<file path="config.mk">
export PLATFORM = sky130hd
export DESIGN_NAME = logic_op_scheduler
export DESIGN_NICKNAME = d
export VERILOG_FILES = /design/src/rtl/logic_op_scheduler.sv
export SDC_FILE = /design/constraint.sdc
export NUM_CORES = 1
export LEC_CHECK = 0
export BUFFER_PORTS_ARGS = -buffer_cell sky130_fd_sc_hd__buf_4
export CAP_MARGIN = 10
export CORE_MARGIN = 2
export CORE_UTILIZATION = 55
export CTS_BUF_LIST = sky130_fd_sc_hd__clkbuf_8
export CTS_CLUSTER_DIAMETER = 200
export DETAILED_ROUTE_END_ITERATION = 10
export PLACE_DENSITY = 0.94
export SETUP_SLACK_MARGIN = 0.1
export SLEW_MARGIN = 20
export SYNTH_ARGS = -nofsm -noshare
export SYNTH_HDL_FRONTEND = slang
export SYNTH_SLANG_ARGS = --single-unit
</file>
<file path="constraint.sdc">
create_clock -name clk -period 3.36 [get_ports clk]
set_input_delay 0.336 -clock clk [delete_from_list [all_inputs] [get_ports clk]]
set_output_delay 0.336 -clock clk [all_outputs]
set_load 0.05 [all_outputs]
</file>
<file path="src/rtl/logic_op_scheduler.sv">
`timescale 1ns/1ps
// Round-robin scheduler sharing one 2-input logic evaluator between NUM_REQ
// requesters. Each grant latches the winner's operands, holds the evaluator
// for EXEC_CYCLES cycles and then returns the result with a one-hot done pulse.
//
// state   | meaning
// --------+------------------------------------------------------------
// ST_IDLE | evaluator free, arbitrating among pending requests
// ST_BUSY | evaluator held for the granted requester, counting down
// ST_RESP | done pulse visible, evaluator released on the next edge
module logic_op_scheduler #(
   parameter  int NUM_REQ     = 4,
   parameter  int EXEC_CYCLES = 2,
   localparam int PTR_W       = $clog2(NUM_REQ)
) (
   input  logic                   clk,
   input  logic                   rst,
   input  logic [NUM_REQ-1:0]     req,
   input  logic [NUM_REQ-1:0]     a,
   input  logic [NUM_REQ-1:0]     b,
   input  logic [2*NUM_REQ-1:0]   op,
   output logic [NUM_REQ-1:0]     gnt,
   output logic [NUM_REQ-1:0]     done,
   output logic                   result,
   output logic                   busy
);

   localparam int SUM_W = PTR_W + 1;
   localparam int CNT_W = (EXEC_CYCLES > 1) ? $clog2(EXEC_CYCLES) : 1;
   localparam logic [NUM_REQ-1:0] ONE_HOT0 = {{(NUM_REQ-1){1'b0}}, 1'b1};

   typedef enum logic [1:0] {
      ST_IDLE = 2'd0,
      ST_BUSY = 2'd1,
      ST_RESP = 2'd2
   } state_t;

   state_t             state_q, state_d;
   logic [NUM_REQ-1:0] gnt_q, gnt_d;
   logic [NUM_REQ-1:0] done_q, done_d;
   logic               result_q, result_d;
   logic               busy_q, busy_d;
   logic [PTR_W-1:0]   ptr_q, ptr_d;
   logic [PTR_W-1:0]   win_q, win_d;
   logic [CNT_W-1:0]   cnt_q, cnt_d;
   logic               a_q, a_d;
   logic               b_q, b_d;
   logic [1:0]         op_q, op_d;

   logic [SUM_W-1:0]   scan_idx;
   logic [PTR_W-1:0]   win_idx;
   logic               win_found;
   logic [PTR_W-1:0]   ptr_after;
   logic               eval_res;

   // Winner search: first set req bit starting at the pointer, wrapping modulo NUM_REQ.
   always_comb begin
      scan_idx  = '0;
      win_idx   = '0;
      win_found = 1'b0;
      for (int i = 0; i < NUM_REQ; i++) begin
         scan_idx = {1'b0, ptr_q} + SUM_W'(i);
         if (scan_idx >= SUM_W'(NUM_REQ)) begin
            scan_idx = scan_idx - SUM_W'(NUM_REQ);
         end
         if (!win_found && req[scan_idx[PTR_W-1:0]]) begin
            win_found = 1'b1;
            win_idx   = scan_idx[PTR_W-1:0];
         end
      end
   end

   // Pointer moves one past the served requester, wrapping after the last one.
   always_comb begin
      ptr_after = '0;
      if (win_q != PTR_W'(NUM_REQ - 1)) begin
         ptr_after = win_q + PTR_W'(1);
      end
   end

   // Shared evaluator on the latched operands.
   always_comb begin
      eval_res = 1'b0;
      case (op_q)
         2'b00:   eval_res = a_q | b_q;
         2'b01:   eval_res = a_q & b_q;
         2'b10:   eval_res = a_q ^ b_q;
         default: eval_res = ~(a_q | b_q);
      endcase
   end

   // Next-state and registered outputs of the IDLE/BUSY/RESP sequence.
   always_comb begin
      state_d  = state_q;
      gnt_d    = gnt_q;
      done_d   = done_q;
      result_d = result_q;
      busy_d   = busy_q;
      ptr_d    = ptr_q;
      win_d    = win_q;
      cnt_d    = cnt_q;
      a_d      = a_q;
      b_d      = b_q;
      op_d     = op_q;
      case (state_q)
         ST_IDLE: begin
            if (win_found) begin
               gnt_d   = ONE_HOT0 << win_idx;
               win_d   = win_idx;
               a_d     = a[win_idx];
               b_d     = b[win_idx];
               op_d    = op[{win_idx, 1'b0} +: 2];
               cnt_d   = CNT_W'(EXEC_CYCLES - 1);
               busy_d  = 1'b1;
               state_d = ST_BUSY;
            end
         end
         ST_BUSY: begin
            if (cnt_q != '0) begin
               cnt_d = cnt_q - CNT_W'(1);
            end else begin
               result_d = eval_res;
               done_d   = gnt_q;
               gnt_d    = '0;
               ptr_d    = ptr_after;
               state_d  = ST_RESP;
            end
         end
         ST_RESP: begin
            done_d  = '0;
            busy_d  = 1'b0;
            state_d = ST_IDLE;
         end
         default: begin
            gnt_d   = '0;
            done_d  = '0;
            busy_d  = 1'b0;
            state_d = ST_IDLE;
         end
      endcase
   end

   // State and datapath registers; reset aborts any operation in flight.
   always_ff @(posedge clk or posedge rst) begin
      if (rst) begin
         state_q  <= ST_IDLE;
         gnt_q    <= '0;
         done_q   <= '0;
         result_q <= 1'b0;
         busy_q   <= 1'b0;
         ptr_q    <= '0;
         win_q    <= '0;
         cnt_q    <= '0;
         a_q      <= 1'b0;
         b_q      <= 1'b0;
         op_q     <= 2'b00;
      end else begin
         state_q  <= state_d;
         gnt_q    <= gnt_d;
         done_q   <= done_d;
         result_q <= result_d;
         busy_q   <= busy_d;
         ptr_q    <= ptr_d;
         win_q    <= win_d;
         cnt_q    <= cnt_d;
         a_q      <= a_d;
         b_q      <= b_d;
         op_q     <= op_d;
      end
   end

   assign gnt    = gnt_q;
   assign done   = done_q;
   assign result = result_q;
   assign busy   = busy_q;

endmodule

</file>
# Word-level counts from Yosys, hierarchy flattened
# Cells that the tools add are included.
# Widths: inputs -> output; s select.
# op_classes
shifts	2
n_reduce_logical	16
n_bitwise	8
n_eq_ne	7
mux	38
n_lt_le_gt_ge	9
add_sub_neg	9
# op_table
operator	count
$mux 2	11
$lt 2x3->1 const B	5
$bmux 1 s2	6
$mux 1	12
$mux 4	3
$pmux 4 s3	1
$reduce_and 2->1	6
$ge 3x3->1 const B	3
$pmux 4 s2	1
$shiftx 8x4->2	1
$sub 2x1->2 const B	4
$add 2x2->3 const B	2
$ne 2x2->1 const B	3
$not 1->1	5
$eq 2x1->1 const B	2
$eq 2x2->1 const B	2
$logic_not 2->1	2
$pmux 1 s2	2
$pmux 2 s2	1
$shl 1x2->4 const A	1
$add 2x1->3 const B	1
$ge 2x3->1 const B	1
$logic_and 1x1->1	3
$logic_not 1->1	3
8 further kinds	8
# totals
out_inout_bits	10
word_cells	100
regBits	21
in_bits	22

# Longest topological paths before layout
# Gate-level depths: netlist of run 1.
# logic_depth
word_depth	17
mapped_depth	6
ltp_nobuf	6

# Least setup slack after synthesis of run 1
# Ideal clock, no wire load.
# synth_path
path_type	register to register
startpoint	reg ptr_q[1]
endpoint	reg op_q[0]
t_required_ns	3.273
arrival_time_ns	1.425
path_slack_ns	1.848
n_path_buf	1
path_stages_with_launch	7
synth_period_minus_slack_ns	1.512
cell_sequence	dfrtp_1 -> mux2i_1 -> nor2_1 -> a311o_1 -> or2_1 -> buf_6 -> o221ai_2
# synth_via
elab_chain_cells	15
word_cells_on_any_way	39
classes_between	add/sub (7); order compare (4); shift (1); mux (20); reduce/logical (7)
# synth_lines
element	line_no	rtl
start, declared	43	logic [PTR_W-1:0] ptr_q, ptr_d;
start signal, assigned	163	ptr_q <= ptr_d;
branches (longest 15 deep; another with $add 2x1->3)	n/a	
end signal, assigned	168	op_q <= op_d;
end, declared	48	logic [1:0] op_q, op_d;
# Parallel ways; which one is timed is not known. The select of a mux whose other input is x is not followed.
# A chain may end at the register's enable or synchronous reset.

# Worst setup path after layout of run 1
# layout_path
startpoint	reg ptr_q[1]
endpoint	reg a_q
# layout_via
elab_chain_cells	16
word_cells_on_any_way	40
classes_between	add/sub (7); order compare (4); mux (22); reduce/logical (7)
# layout_lines
element	line_no	rtl
branches (longest 16 deep; another with $add 2x1->3)	n/a	
end signal, assigned	154	a_q <= 1'b0;
end signal, assigned	166	a_q <= a_d;
end, declared	46	logic a_q, a_d;
# Parallel ways; which one is timed is not known. The select of a mux whose other input is x is not followed.

==> out/summary.txt, run 1 <==
run status = complete, no violations
relative contribution of combinational cells to total power = 52.4%
element type at the critical path start = flop
Worst R2R Setup Slack = 1.52 ns
Setup Fix Bufs, Post-CTS = 0
number of detailed-routing iterations run before antenna repair = 4
critical path arrival = 1.97 ns
count of cell types in the netlist = 25
startpoint of the most critical register-to-register path = ptr_q[1]
count of input and output buffers = 31
# diodes = 0
final-layout setup total negative slack = 0 ns
Pint = 712.3 µW
CTS Hold Bufs = 0
count of final setup violators = 0
number of violations of the max-capacitance limit = 0
CTS clk-pin slew, worst paths = 0.08 ns
Post-Place Worst Slack = 1.522 ns
violation count after the first detailed-route iteration = 33
time the worst path needs with I/O delays and setup = 1.843 ns
proportion of synthesized chip area in sequential cells = 50.00%
last weighted congestion value of the routability-driven placer = 0.8293
maximum number of pins on one net before global-route repair = 22
count of standard-cell rows = 15
DIE HEIGHT = 47.72 µm
# IOs = 32
Layout Cells excl Fill = 159
detailed-route wire length per cell = 14.86 µm
post-DR vias/cell = 5.692
Area growth syn-to-layout = 27.38%
warning count from the yosys run = 0
P per Cell Area = 1004 mW/mm²
overall routed net length = 2362 µm
proportion of synthesized area in mux cells = 15.48%
final layout net count = 160
CTS sink count = 21
Final Worst Setup Slack = 1.517 ns
net switching component of the power = 632.1 µW
TritonCTS clock tree = done
measured slew at the worst slew-check pin = 0.7730 ns
dominant combinational cell family by area after synthesis = multiplexers
area used by multi-input combinational logic = 469.2 µm²
number of antenna violations at the first check in global routing = 0
Pins Over Slew Limit = 0
number of fill cells = 133
master cell of the clock root buffer = sky130_fd_sc_hd__clkbuf_8
area post-placement = 0.001292 mm²
worst hold-check path type = in -> async
final hold violation count = 0
leakage power figure = 0.6848 nW
number of H-tree levels = 1
first-pass GRT wire length = 3801 µm
share of flip-flops with an asynchronous set or reset = 100.0%
final hold slack = 0.2178 ns
Max Clock Skew = 0.005845 ns
FF-to-FF path depth = 5
data required time at the worst endpoint = 3.49 ns
initial standard-cell utilization of the core = 59.57%
overflow left after global routing = 0
ratio of cells with drive above 1 in the final layout = 29.10%
share of the synthesized area in compound gates (AO/OA/AOI/OAI) = 14.29%
Post-Synthesis Cell Area = 0.001051 mm²
number of CTS-inserted buffers = 3
post-route clock period utilization = 54.85%
Sequential Power Share = 35.4%
Switching Fraction = 47.02%
simple-gate share of the synthesized area = 11.31%
Cells after DPL = 155
die extent in x = 47.72 µm
source-to-sink clock delay at the later pin of the worst-skew pair = 0.26 ns
Avg Cell Area, Syn = 10.30 µm²
setup repair after global routing missed its margin = false
adder-cell share of the synthesized area = 3.571%
Post-synth top flop = sky130_fd_sc_hd__dfrtp_1
vias in the first global route = 836
DRC violation count after routing = 0
highest clock frequency the design can meet = 542.6 MHz
synthesized netlist net count = 127
worst-case headroom to the max-slew limit = 48.41%
Clk pwr share = 12.2%
post-route ant nets = 0
maximum ir drop on the vdd rail = 528.1 µV
Total Die Area = 0.002277 mm²
type of element capturing the critical path = flop
post-synthesis cell count = 102
maximum fanout along the worst path = 11
worst reg2reg endpoint = a_q
FF+latch area = 525.5 µm²
PostCTS Resize Cnt = 0
overall power consumption = 1.344 mW
routed via count = 905
Core ar. = 0.001764 mm²
number of register bits inferred by synthesis = 21
gr usage total = 24.06%
maximum root-to-sink buffer count = 2
xor and xnor fraction of the mapped netlist area = 0%
DPL Wire Length = 1719 µm
critical path type = reg -> reg
design area = 0.001339 mm²
utilization of the core after routing = 75.89%
number of enable flip-flop cells after synthesis = 0
[registers in the layout (all words and copies together) (netlist names)]
| register | flops |
|---|---|
| gnt | 4 |
| cnt_q | 1 |
| ptr_q | 2 |
| win_q | 2 |
| state_q | 2 |
| done | 4 |
| a_q | 1 |
| op_q | 2 |
| b_q | 1 |
| busy | 1 |
| result | 1 |
[power groups by stage]
stage / logic, mW / clock network, mW / registers, mW
3_3_place_gp: 0.671 / 0 / 0.465
4_1_cts: 0.705 / 0.167 / 0.473
5_1_grt: 0.763 / 0.175 / 0.488
2_1_floorplan: 0.350 / 0 / 0.633
6_report: 0.704 / 0.165 / 0.476
3_5_place_dp: 0.699 / 0 / 0.476
[critical path: stages, from the launching register on]
cell,delay (ns)
sky130_fd_sc_hd__dfrtp_1,0.47
sky130_fd_sc_hd__a21oi_1,0.16
sky130_fd_sc_hd__o21ai_0,0.10
sky130_fd_sc_hd__o2bb2a_1,0.59
sky130_fd_sc_hd__mux2i_1,0.25
sky130_fd_sc_hd__o221ai_1,0.14
[cells by family after synthesis]
logic type,after synthesis
AND/OR/NAND/NOR,28
AO/OA/AOI/OAI,22
flip-flops,21
adder cells (fa/ha/maj),3
multiplexers,16
buffers and inverters,12
[per-layer routing]
metal / global-route usage (%) / wire length [µm]
met1: 30.84 / 929
met2: 42.40 / 1284
met3: 2.642 / 121
met4: 7.568 / 27
met5: 0 / 0
[how the worst max path moves through the flow]
stage / startpoint / end / slack (ns) / cells after the start
global placement: req[0] / op_q[0] / 1.61 / 6
floorplan: ptr_q[1] / op_q[0] / 1.85 / 6
detailed placement: ptr_q[1] / op_q[1] / 1.52 / 5
finish: ptr_q[1] / a_q / 1.52 / 5
CTS: ptr_q[1] / op_q[0] / 1.51 / 5
global route: ptr_q[1] / op_q[1] / 1.34 / 5
[layout by cell type (no fill, tap or decap)]
cell / netlist / final
sky130_fd_sc_hd__ha_1: 3 / 3
sky130_fd_sc_hd__a211oi_1: 2 / 2
sky130_fd_sc_hd__nor2_1: 10 / 10
sky130_fd_sc_hd__o21ai_0: 6 / 6
sky130_fd_sc_hd__nor4_1: 1 / 1
sky130_fd_sc_hd__mux2_2: 2 / 2
sky130_fd_sc_hd__nand2_1: 12 / 12
sky130_fd_sc_hd__o221ai_1: 3 / 3
sky130_fd_sc_hd__mux2i_1: 14 / 14
sky130_fd_sc_hd__dfrtp_1: 21 / 21
sky130_fd_sc_hd__a21oi_1: 4 / 4
sky130_fd_sc_hd__nand2b_1: 2 / 2
sky130_fd_sc_hd__o221ai_2: 1 / 1
sky130_fd_sc_hd__or2_1: 1 / 1
sky130_fd_sc_hd__nand2_2: 1 / 1
sky130_fd_sc_hd__clkbuf_8: 0 / 3
sky130_fd_sc_hd__o2bb2a_1: 1 / 1
sky130_fd_sc_hd__a311o_1: 1 / 1
sky130_fd_sc_hd__nand3_1: 1 / 1
sky130_fd_sc_hd__o21a_1: 1 / 1
sky130_fd_sc_hd__o21ai_1: 2 / 2
sky130_fd_sc_hd__o22ai_1: 1 / 1
sky130_fd_sc_hd__inv_1: 9 / 9
sky130_fd_sc_hd__clkinv_2: 0 / 1
sky130_fd_sc_hd__buf_4: 1 / 31
[Yosys cell counts (2+ instances only)]
library cell,instances,area (µm²)
sky130_fd_sc_hd__nor2_1,10,37.54
sky130_fd_sc_hd__dfrtp_1,21,525.5
sky130_fd_sc_hd__o21ai_0,6,30.03
sky130_fd_sc_hd__mux2_2,2,22.52
sky130_fd_sc_hd__nand2_1,12,45.04
sky130_fd_sc_hd__inv_1,9,33.78
sky130_fd_sc_hd__mux2i_1,14,140.1
sky130_fd_sc_hd__nand2b_1,2,12.51
sky130_fd_sc_hd__o21ai_1,2,10.01
sky130_fd_sc_hd__a211oi_1,2,15.01
sky130_fd_sc_hd__a21oi_1,4,20.02
sky130_fd_sc_hd__o221ai_1,3,26.28
sky130_fd_sc_hd__ha_1,3,37.54
[cell type report]
type	instances	area share, %
sequential	21	39.25
timing repair buffer	31	17.38
clock buffer	3	3.084
clock inverter	1	0.3738
multi-input combinational	69	35.05
tap	25	2.336
inverter	9	2.523
Note: power is estimated with default switching activity, not from simulation.
==> run 2: changes to the inputs <==
ABC_AREA = 1   (was unset)
PLACE_DENSITY = 0.91   (was 0.94)
clock period = 1.83 ns   (was 3.36 ns; I/O delays follow)
==> run 2 against run 1 <==
  * The run now ends with setup timing left
  * Design area up 44%
  * First-iteration DRC count up 140%
  * Worst hold slack worse by 0.15 ns
  * Sequential share of layout area down 12 points
  * Largest cell class is now multi-input combinational cells
==> out/summary.txt, run 2 <==
length of routed met3 wiring = 257 µm (+110%)
data required time at the worst endpoint = 2.03 ns (-1.46 ns)
cell with the most instances after synthesis = sky130_fd_sc_hd__nand2_1
source-to-sink clock delay at the later pin of the worst-skew pair = 0.26 ns (about the same)
overall routed net length = 4368 µm (+85%)
Avg Cell Area, Syn = 6.911 µm² (-33%)
critical path arrival = 2.09 ns (+0.12 ns)
final-layout setup total negative slack = -0.2105 ns (-0.2105 ns)
Area growth syn-to-layout = 46.54%
portion of synthesized cell area occupied by the leading cell type = 39.81% (-10 points)
worst-case headroom to the max-slew limit = 46.88% (-1.5 points)
final layout net count = 269 (+68%)
number of H-tree levels = 1 (unchanged)
gr usage total = 25.66% (+1.6 points)
setup repair after global routing missed its margin = true
Final Worst Setup Slack = -0.05942 ns (-1.576 ns)
last weighted congestion value of the routability-driven placer = 0.8502 (+2.5%)
number of fill cells = 120 (-9.8%)
violation count after the first detailed-route iteration = 80 (+140%)
post-DR vias/cell = 5.723 (+0.55%)
maximum root-to-sink buffer count = 2 (unchanged)
DIE HEIGHT = 52.99 µm (+11%)
die extent in x = 52.99 µm (+11%)
CTS clk-pin slew, worst paths = 0.08 ns (about the same)
final hold violation count = 0 (unchanged)
Post-Synthesis Cell Area = 0.001320 mm² (+26%)
number of enable flip-flop cells after synthesis = 0 (unchanged)
# IOs = 32 (unchanged)
time the worst path needs with I/O delays and setup = 1.889 ns (+0.04638 ns)
number of register bits inferred by synthesis = 21 (unchanged)
master cell of the clock root buffer = sky130_fd_sc_hd__clkbuf_8
Core ar. = 0.002233 mm² (+27%)
Post-synth top flop = sky130_fd_sc_hd__dfrtp_1
Total Die Area = 0.002808 mm² (+23%)
number of violations of the max-capacitance limit = 0 (unchanged)
proportion of synthesized chip area in sequential cells = 39.81% (-10 points)
ratio of cells with drive above 1 in the final layout = 39.92% (+11 points)
most common cell after layout, fill and taps aside = sky130_fd_sc_hd__nand2_1
number of CTS-inserted buffers = 3 (unchanged)
DPL Wire Length = 2399 µm (+40%)
measured slew at the worst slew-check pin = 0.7959 ns (+0.02284 ns)
TritonCTS clock tree = done
critical path type = reg -> reg
violated checks = setup timing
post-route ant nets = 0 (unchanged)
count of final setup violators = 7 (+7)
DRC violation count after routing = 0 (unchanged)
length of routed wiring on met1 = 1650 µm (+78%)
post-route clock period utilization = 103.2% (+48 points)
number of detailed-routing iterations run before antenna repair = 5 (+1)
largest area contributor in the synthesized netlist = sky130_fd_sc_hd__dfrtp_1
synthesized netlist net count = 216 (+70%)
cell types with the highest counts after synthesis = 87 x sky130_fd_sc_hd__nand2_1, 22 x sky130_fd_sc_hd__inv_1, 21 x sky130_fd_sc_hd__dfrtp_1, 10 x sky130_fd_sc_hd__o21ai_1, 9 x sky130_fd_sc_hd__nand4_1
highest clock frequency the design can meet = 529.3 MHz (-2.5%)
vias in the first global route = 1249 (+49%)
Pins Over Slew Limit = 0 (unchanged)
type of element capturing the critical path = flop
share of flip-flops with an asynchronous set or reset = 100.0% (unchanged)
count of input and output buffers = 31 (unchanged)
run status = finished with violations
met2 wire length = 2172 µm (+69%)
count of cell types in the netlist = 23 (-8.0%)
element type at the critical path start = flop
Synth area leaders = sky130_fd_sc_hd__dfrtp_1 40%, sky130_fd_sc_hd__nand2_1 25%, sky130_fd_sc_hd__inv_1 6.3%
uppermost layer routed = met4
count of standard-cell rows = 17 (+2)
Max Clock Skew = 0.005099 ns (-0.0007466 ns)
worst hold-check path type = in -> async
highest-count cells in the layout ignoring fill and taps = 67 x sky130_fd_sc_hd__nand2_1, 43 x sky130_fd_sc_hd__buf_4, 21 x sky130_fd_sc_hd__inv_1
detailed-route wire length per cell = 16.12 µm (+8.5%)
overflow left after global routing = 0 (unchanged)
maximum number of pins on one net before global-route repair = 22 (unchanged)
Layout Cells excl Fill = 271 (+70%)
maximum fanout along the worst path = 6 (-5)
post-synthesis cell count = 191 (+87%)
CTS sink count = 21 (unchanged)
design area = 0.001934 mm² (+44%)
initial standard-cell utilization of the core = 59.10% (-0.47 points)
first-pass GRT wire length = 5257 µm (+38%)
area post-placement = 0.001624 mm² (+26%)
# diodes = 0 (unchanged)
number of antenna violations at the first check in global routing = 0 (unchanged)
warning count from the yosys run = 0 (unchanged)
Cells after DPL = 255 (+65%)
routed via count = 1551 (+71%)
run 2: path summary, 6_finish.rpt:
path                       slack [ns]      from  depth (start not counted)  endpoint
max                             -0.06  ptr_q[0]                         13   op_q[0]
min                              0.07       rst                          2   done[0]
max reg2reg                     -0.06  ptr_q[0]                         13   op_q[0]
min reg2reg                      0.51    result                          2    result
max in group asynchronous        1.22       rst                          2  ptr_q[0]
min in group clk                 0.30      a[0]                          7       a_q
run 2: kinds of logic (layout without fill, tap and decap cells):
family | after synthesis | in the layout | share of synthesized area, %
buffers and inverters | 32 | 82 | 10.05
flip-flops | 21 | 21 | 39.81
AO/OA/AOI/OAI | 21 | 21 | 8.910
adder cells (fa/ha/maj) | 3 | 3 | 2.844
AND/OR/NAND/NOR | 114 | 116 | 38.39
run 2: through the flow:
stage / utilization [%] / hold slack, ns / setup slack [ns]
3_5_place_dp: 72.72 / 0.3864 / -0.03811
3_3_place_gp: 72.72 / 0.3677 / 0.07586
2_1_floorplan: - / 0.1595 / 0.1963
6_report: 86.61 / 0.06875 / -0.05942
4_1_cts: 78.26 / 0.09379 / 0.08927
5_1_grt: 86.61 / 0.1267 / -0.1410
run 2: critical path, cell delays in order (launching register included):
cell and delay [ns]:
sky130_fd_sc_hd__dfrtp_2 0.47, sky130_fd_sc_hd__inv_2 0.12, sky130_fd_sc_hd__nand2_1 0.13, sky130_fd_sc_hd__nand3_2 0.16, sky130_fd_sc_hd__nand2_4 0.09, sky130_fd_sc_hd__nor2_4 0.15
sky130_fd_sc_hd__nand3_4 0.17, sky130_fd_sc_hd__nand3_4 0.13, sky130_fd_sc_hd__nand2_1 0.10, sky130_fd_sc_hd__nand2_1 0.09, sky130_fd_sc_hd__nand2_1 0.05, sky130_fd_sc_hd__nand2_1 0.06
sky130_fd_sc_hd__nand2_1 0.05, sky130_fd_sc_hd__nand2_1 0.05
run 2: per-layer routing:
metal | GRT usage, % | vias to the layer above
li1 | - | 717
met1 | 32.42 | 717
met2 | 44.17 | 89
met3 | 3.955 | 28
met4 | 9.402 | 0
met5 | 0 | -
run 2: layout make-up:
class / count / area, µm² / area share [%]
Tap cell: 28 / 35.03 / 1.811
Clock buffer: 3 / 41.29 / 2.135
Timing Repair Buffer: 48 / 379.1 / 19.60
Timing Repair inverter: 1 / 7.507 / 0.3881
Sequential cell: 21 / 528.0 / 27.30
Inverter: 29 / 111.4 / 5.757
Clock inverter: 1 / 7.507 / 0.3881
Multi-Input combinational cell: 140 / 824.5 / 42.63
run 2: repair_timing:
item,in CTS,in global routing
setup endpoints to repair,9,13
gates resized for setup,11,36
hold buffers,0,0
pin swaps,2,20
gates cloned,1,2
setup buffers,2,7
Power of run 2 is left out: the tool's default activity adds up to more than one toggle a clock period on the data nets, which glitch-free logic cannot reach.
